===== config.mk =====
export PLATFORM = sky130hd
export DESIGN_NAME = axis_dma_writer
export DESIGN_NICKNAME = d
export VERILOG_FILES = /design/src/rtl/axis_dma_pkg.sv /design/src/rtl/axis_dma_writer.sv
export SDC_FILE = /design/constraint.sdc
export NUM_CORES = 1
export LEC_CHECK = 0
export CORE_UTILIZATION = 40
export CTS_CLUSTER_SIZE = 12
export DETAILED_ROUTE_END_ITERATION = 10
export PLACE_DENSITY = 0.71
export SLEW_MARGIN = 40
export SYNTH_ARGS = -nofsm -noshare
export SYNTH_HDL_FRONTEND = slang
export SYNTH_SLANG_ARGS = --single-unit

===== constraint.sdc =====
create_clock -name aclk -period 3.5 [get_ports aclk]
set_input_delay 0.7 -clock aclk [delete_from_list [all_inputs] [get_ports aclk]]
set_output_delay 0.7 -clock aclk [all_outputs]
set_load 0.05 [all_outputs]

===== src/rtl/axis_dma_pkg.sv =====
// Shared types and AXI attribute constants for the stream-to-memory DMA writer.
// Also holds the legality check for the burst length parameter.
package axis_dma_pkg;

   typedef enum logic [1:0] {
      ST_IDLE,
      ST_ADDR,
      ST_DATA,
      ST_RESP
   } dma_state_e;

   localparam logic [2:0] AXI_SIZE_4B          = 3'b010;
   localparam logic [3:0] AXI_CACHE_BUFFERABLE = 4'b0011;
   localparam logic [2:0] AXI_PROT_DEFAULT     = 3'b000;

   // Bursts must be a power of two so aligned bases never straddle a 4 KB page.
   function automatic bit burst_len_legal(input int unsigned len);
      return (len >= 1) && (len <= 256) && ((len & (len - 1)) == 0);
   endfunction

endpackage


===== src/rtl/axis_dma_writer.sv =====
// AXI-Stream to AXI4 write DMA: splits a word count into INCR bursts of up to
// BURST_LEN beats, one burst outstanding, W data passed straight from the stream.
module axis_dma_writer
   import axis_dma_pkg::*;
#(
   parameter int BURST_LEN = 16,
   parameter int LEN_WIDTH = 24
) (
   input  logic                 aclk,
   input  logic                 arst,
   input  logic                 start,
   input  logic [31:0]          base_addr,
   input  logic [LEN_WIDTH-1:0] length,
   output logic                 busy,
   output logic                 done,
   input  logic [31:0]          s_axis_tdata,
   input  logic                 s_axis_tvalid,
   output logic                 s_axis_tready,
   output logic [31:0]          m_axi_awaddr,
   output logic [7:0]           m_axi_awlen,
   output logic [2:0]           m_axi_awsize,
   output logic [3:0]           m_axi_awcache,
   output logic [2:0]           m_axi_awprot,
   output logic                 m_axi_awvalid,
   input  logic                 m_axi_awready,
   output logic [31:0]          m_axi_wdata,
   output logic [3:0]           m_axi_wstrb,
   output logic                 m_axi_wlast,
   output logic                 m_axi_wvalid,
   input  logic                 m_axi_wready,
   input  logic                 m_axi_bvalid,
   output logic                 m_axi_bready
);

   if (!burst_len_legal(BURST_LEN)) begin : g_bad_burst_len
      $error("BURST_LEN must be a power of two in 1..256");
   end

   dma_state_e           state_q, state_d;
   logic [31:0]          addr_q;
   logic [LEN_WIDTH-1:0] rem_q;
   logic [7:0]           awlen_q;
   logic [7:0]           beat_q;
   logic                 done_q;
   logic                 zero_job_q;
   logic [LEN_WIDTH-1:0] rem_after;
   logic [31:0]          addr_after;

   function automatic logic [7:0] burst_awlen(input logic [LEN_WIDTH-1:0] words);
      if (words >= LEN_WIDTH'(BURST_LEN)) return 8'(BURST_LEN - 1);
      return 8'(words - LEN_WIDTH'(1));
   endfunction

   assign rem_after  = rem_q - (LEN_WIDTH'(awlen_q) + LEN_WIDTH'(1));
   assign addr_after = addr_q + 32'({awlen_q, 2'b00}) + 32'd4;

   always_ff @(posedge aclk) begin
      if (arst) state_q <= ST_IDLE;
      else      state_q <= state_d;
   end

   always_comb begin
      state_d       = state_q;
      m_axi_awvalid = 1'b0;
      m_axi_wvalid  = 1'b0;
      m_axi_wlast   = 1'b0;
      s_axis_tready = 1'b0;
      m_axi_bready  = 1'b0;
      case (state_q)
         ST_IDLE: begin
            if (start && (length != '0)) state_d = ST_ADDR;
         end
         ST_ADDR: begin
            m_axi_awvalid = 1'b1;
            if (m_axi_awready) state_d = ST_DATA;
         end
         ST_DATA: begin
            m_axi_wvalid  = s_axis_tvalid;
            s_axis_tready = m_axi_wready;
            m_axi_wlast   = (beat_q == 8'd0);
            if (s_axis_tvalid && m_axi_wready && (beat_q == 8'd0)) state_d = ST_RESP;
         end
         ST_RESP: begin
            m_axi_bready = 1'b1;
            if (m_axi_bvalid) state_d = (rem_after == '0) ? ST_IDLE : ST_ADDR;
         end
         default: state_d = ST_IDLE;
      endcase
   end

   // awlen for the next burst is computed as soon as the remaining count is known,
   // so the AW channel presents registered values the whole time it waits.
   always_ff @(posedge aclk) begin
      if (arst) begin
         addr_q     <= '0;
         rem_q      <= '0;
         awlen_q    <= '0;
         beat_q     <= '0;
         done_q     <= 1'b0;
         zero_job_q <= 1'b0;
      end else begin
         done_q     <= 1'b0;
         zero_job_q <= 1'b0;
         case (state_q)
            ST_IDLE: begin
               if (start) begin
                  addr_q <= base_addr;
                  rem_q  <= length;
                  if (length == '0) begin
                     done_q     <= 1'b1;
                     zero_job_q <= 1'b1;
                  end else begin
                     awlen_q <= burst_awlen(length);
                  end
               end
            end
            ST_ADDR: begin
               if (m_axi_awready) beat_q <= awlen_q;
            end
            ST_DATA: begin
               if (s_axis_tvalid && m_axi_wready) beat_q <= beat_q - 8'd1;
            end
            ST_RESP: begin
               if (m_axi_bvalid) begin
                  rem_q  <= rem_after;
                  addr_q <= addr_after;
                  if (rem_after == '0) done_q <= 1'b1;
                  else                 awlen_q <= burst_awlen(rem_after);
               end
            end
            default: ;
         endcase
      end
   end

   assign busy          = (state_q != ST_IDLE) || zero_job_q;
   assign done          = done_q;
   assign m_axi_awaddr  = addr_q;
   assign m_axi_awlen   = awlen_q;
   assign m_axi_awsize  = AXI_SIZE_4B;
   assign m_axi_awcache = AXI_CACHE_BUFFERABLE;
   assign m_axi_awprot  = AXI_PROT_DEFAULT;
   assign m_axi_wdata   = s_axis_tdata;
   assign m_axi_wstrb   = 4'hF;

endmodule

# After elaboration in Yosys (flattened, before gate mapping)
# Index checks and enable logic that the tools add are counted.
# op_classes
reduce_logical	17
eq_ne	11
mux	44
bitwise_logic	1
magnitude_cmp	2
addsub	7
# op_table
cell	n
$mux 8	10
$mux 32	2
$pmux 32 s2	1
$ge 24x5->1 const B	2
$logic_not 24->1	2
$mux 24	2
$pmux 24 s2	1
$add 32x10->32	1
$add 32x3->32 const B	1
$pmux 8 s2	2
$reduce_bool 24->1	1
$sub 24x9->24	1
$sub 8x1->8 const B	3
$mux 1	20
$ne 2x2->1 const B	8
$add 8x1->9 const B	1
$logic_not 8->1	1
$mux 2	4
$pmux 2 s4	1
$reduce_and 3->1	2
$reduce_bool 2->1	3
$reduce_and 5->1	1
$eq 2x2->1 const B	2
$reduce_and 4->1	1
7 further kinds	9
# word_totals
register_bits	76
inputBits	95
output_inout_bits	93
word_cells	89

# Depth between registers and ports, before layout
# depth
depth_word	12
ltp_mapped	13
ltp_nobuf	13

# Worst setup path after synthesis
# OpenSTA, ideal clock, no wires.
# synth_timing
path_kind	reg2reg
startpoint	register awlen_q[0], in the netlist m_axi_awlen[0]
endpoint	register awlen_q[7], in the netlist m_axi_awlen[7]
setup_time_ps	95
path_stages_with_launch	12
synth_period_minus_slack_ps	3369
t_required_ps	3405
path_slack_ps	131
arrival_time_ps	3274
cell_sequence	dfxtp_1 inv_1 ha_1 fa_1 a211o_1 a21oi_1 xnor2_1 nor4_1 o2111ai_1 nor4_2 o211ai_1 a221oi_1
# synth_via
elab_chain_len	12
# synth_lines
item	line	rtl
start: declaration	axis_dma_writer.sv:42	logic [7:0] awlen_q;
start signal: assignment	axis_dma_writer.sv:113	awlen_q <= burst_awlen(length);
start signal: assignment	axis_dma_writer.sv:128	else awlen_q <= burst_awlen(rem_after);
$add 8x1->9 (*)	axis_dma_writer.sv:54	assign rem_after = rem_q - (LEN_WIDTH'(awlen_q) + LEN_WIDTH'(1));
$sub 24x9->24 (*)	axis_dma_writer.sv:54	
$ge 24x5->1	axis_dma_writer.sv:50	if (words >= LEN_WIDTH'(BURST_LEN)) return 8'(BURST_LEN - 1);
$mux 1	axis_dma_writer.sv:50	
$mux 1	axis_dma_writer.sv:127	if (rem_after == '0) done_q <= 1'b1;
$mux 1	axis_dma_writer.sv:124	if (m_axi_bvalid) begin
$mux 1	axis_dma_writer.sv:104	case (state_q)
$mux 1	axis_dma_writer.sv:94	if (arst) begin
$mux 8	axis_dma_writer.sv:51	return 8'(words - LEN_WIDTH'(1));
$mux 8	axis_dma_writer.sv:127	
$mux 8	axis_dma_writer.sv:124	
$pmux 8 s2	axis_dma_writer.sv:104	
# Mark *: on every way between the ends. The rest lies on a longest branch, timed or not. The select of a mux whose other input is x is not followed.
# A chain may end at the register's enable or synchronous reset.

# Worst setup path in the final report
# Ends and elaborated chain as after synthesis.

==> key figures <==
Status
  – Status: finished, final reports clean

Floorplan
  – Die height: about 120 um
  – Ports: between 150 and 200
  – Initial core utilization: approximately two fifths
  – Cell row count: 43
  – Die W: ~120 um
  – Core area: between 10000 and 15000 um^2
  – Die ar.: about 15000 um^2

Timing
  – Crit path time final: around 3.2 ns
  – Fmax: 310 MHz
  – RSZ-0062 raised after global routing: false
  – Period utilization: ~92%
  – Clock Skew: roughly 0.010 ns
  – Slew HR: 57.3%
  – Worst slew pin tran: roughly 0.64 ns
  – Final WS setup: between 0.2 and 0.3 ns
  – Post-Route Setup TNS: 0 ns
  – Final Hold Viols: 0
  – Slew Limit Fails: 0
  – Final Setup Violations: 0

Yosys
  – Register area share after synthesis: 26.7%
  – Syn_area_per_cell: approximately 7.6 um^2
  – Synth Register Bits: between 70 and 80
  – Async set-or-reset flop fraction in the synthesized netlist: 0%
  – Post-Syn Area: about 5700 um^2
  – Yosys warns: 0
  – Top_reg_cell synth: dfxtp_1
  – Synth unique cells: 66
  – Cells after Synth: around 750
  – EDFF count, synth: 0

Clock network
  – Clk Latency, worst-skew pair: ~0.35 ns
  – Hold Buf Count CTS: 0
  – Max Root-Sink Buffers: 2
  – Clk sinks: 76
  – CTS tree: yes
  – CTS H-tree depth: 3
  – Postcts setup bufs: 0
  – Clock transition at the registers of the reported paths: ~0.060 ns
  – CTS Root Cell: clkbuf_16
  – Num CTS Buffers: 9

Finish
  – Final Non-Filler Cells: between 900 and 1000
  – Area Overhead vs Synth: 23.2%
  – # diodes: 0
  – Layout cells sized above 1: slightly below 7%
  – Filler Cell Count: between 1000 and 1500
  – Final-stage net count: between 900 and 1000
  – Final core utilization: 50.6%

Worst setup path
  – Crit. End Element: flop
  – Critical path's top delay family: compound AO/OA/AOI/OAI gates
  – Critical-path maximum fanout: 4
  – Crit path largest cell delay: slightly below 0.4 ns
  – CP max stage cell: fa_2
  – Critical-path cell list: inv_1 -> ha_1 -> fa_2 -> a211o_1 -> a21oi_2 -> xnor2_1 -> nor4_2 -> o2111ai_2 -> nor4_2 -> o211ai_1 -> a221oi_1
  – Crit path DAT: around 3.5 ns
  – Req. time, crit path: between 3 and 4 ns
  – Crit path top cell by count: nor4_2
  – Critical path startpoint category: flop
  – Worst path bufs/invs: 1
  – WS Path Type: reg2reg

Power
  – Pwr Density: about 1100 nW/um^2
  – Static Leakage: 2.67 nW
  – Worst vdd ir: 410 uV
  – Overall power: a little under 8 mW

Place
  – I/O Buffers: approximately 110
  – Placed Cells: 980
  – HPWL Detailed: 11700 um
  – Placement Setup Slack: between 0.1 and 0.15 ns
  – GP Congestion: 0.898

Drt
  – DRC errors left: 0
  – ANT nets after route: 0
  – DR pass1 iterations: 6
  – DRT iter0 DRCs: around 330
  – DR WL/cell: between 15 and 20 um
  – Vias per inst: 5.69
  – Via count: 5670
  – Detailed Route WL: between 15000 and 20000 um

Global route
  – GRT Resource Usage Total: between 20 and 25%
  – Largest net degree at the start of global routing: 75
  – First-pass GRT wire length: about 26000 um
  – Initial antenna violation count: 0
  – Total grt overflow: 0
  – Vias in the first global route: 5199

Worst hold path
  – Worst Hold Class: reg2reg

Run
  – Max-cap violations: 0
==> cells in the mapped netlist, types with 9 or more instances <==
cell	number	area [um^2]
xnor2_1	11	96.3
a22oi_1	9	67.6
mux2i_1	16	160
nor4_1	15	93.8
ha_1	31	388
nand2_1	64	240
buf_4	46	345
inv_1	30	113
and3_1	12	75.1
nor2_1	64	240
clkbuf_1	40	150
nor3_1	21	105
a21oi_1	71	355
o21ai_0	42	210
a211oi_1	35	263
nand3_1	17	85.1
a21o_1	12	90.1
o22ai_1	16	100
dfxtp_1	76	1520
==> cell usage in the layout (no fill, tap or decap), types with 4 or more instances in the layout <==
cell and instances:
and2_1 4, o22ai_1 16, conb_1 14, nand2_1 64
o211ai_1 7, nor2b_1 7, or2_2 4, o31ai_1 4
inv_1 30, and3_1 12, nand4_1 8, nand2b_1 7
dfxtp_1 76, clkbuf_16 9, nor4_1 13, a211oi_1 34
nor3_1 21, or4_1 6, buf_4 17, a31oi_1 4
ha_1 30, or3_1 8, a21oi_1 69, o21ai_0 42
nor2_1 64, a211o_1 6, clkdlybuf4s50_1 108, o21a_1 4
mux2i_1 16, a21o_1 12, nand3_1 17, xnor2_1 11
xor2_1 4, a22oi_1 9
==> power breakdown <==
group | total (mW) | switching [mW] | internal, mW
Combinational | 5.35 | 3.34 | 2.01
Sequential | 1.58 | 0.361 | 1.22
Clock | 0.902 | 0.400 | 0.501
Total | 7.83 | 4.10 | 3.73
==> cell type report <==
| type | count | area (um^2) | share of cell area (%) |
|---|---|---|---|
| Clock buffer | 11 | 243 | 3.46 |
| Clock inverter | 5 | 36.3 | 0.517 |
| Inverter | 30 | 113 | 1.60 |
| Multi-Input combinational cell | 568 | 3650 | 52.0 |
| Sequential cell | 76 | 1520 | 21.7 |
| Tap cell | 180 | 225 | 3.21 |
| Timing Repair Buffer | 127 | 1230 | 17.6 |
==> final timing paths <==
path / slack (ns) / end / start / cells past startpoint
hold reg to reg: 0.46 / m_axi_awaddr[0] / m_axi_awaddr[0] / 2
hold / removal: 0.46 / m_axi_awaddr[0] / m_axi_awaddr[0] / 2
setup / recovery: 0.27 / m_axi_awlen[7] / m_axi_awlen[0] / 11
setup reg to reg: 0.27 / m_axi_awlen[7] / m_axi_awlen[0] / 11
==> through the flow <==
stage               hold slack [ns]  instance area (um^2)
finish                        0.459                  7020
global route                  0.491                  7020
CTS                           0.458                  6970
detailed placement            0.449                  6690
global placement              0.445                  6690
floorplan                     0.436                  5740
==> cell families after synthesis <==
family | synth area share [%]
buffers and inverters | 11.0
adders and majority gates | 7.51
DFF | 26.7
other | 0.132
and+or+nand+nor | 21.6
AOI/OAI and AO/OA | 27.9
muxes | 2.81
xor gates and xnor gates | 2.31
==> worst reg2reg max path, stage by stage, from the launching register on <==
cell       delay (ns)
dfxtp_1          0.36
inv_1            0.09
ha_1             0.25
fa_2             0.39
a211o_1          0.32
a21oi_2          0.19
xnor2_1          0.12
nor4_2           0.30
o2111ai_2        0.28
nor4_2           0.36
o211ai_1         0.17
a221oi_1         0.31
==> metal layers <==
metal / share of wire, % / GRT usage [%] / vias up / wire [um]
li1: - / - / 2825 / -
met1: 47 / 30.2 / 2628 / 7590
met2: 46 / 35.6 / 194 / 7400
met3: 5.1 / 3.81 / 23 / 818
met4: 1.9 / 7.25 / 0 / 304
met5: 0 / 0 / - / 0
==> flip-flops by register name, indices dropped and copies added (netlist names) <==
| signal | cells |
|---|---|
| zero_job_q | 1 |
| m_axi_awlen | 8 |
| rem_q | 24 |
| beat_q | 8 |
| state_q | 2 |
| done | 1 |
| m_axi_awaddr | 32 |
==> what timing repair did <==
action / in CTS / in global routing
hold endpoints to repair: 0 / 0
endpoints found under the setup margin: 0 / 10
resized for setup: 0 / 6
(Power assumes the default switching activity.)
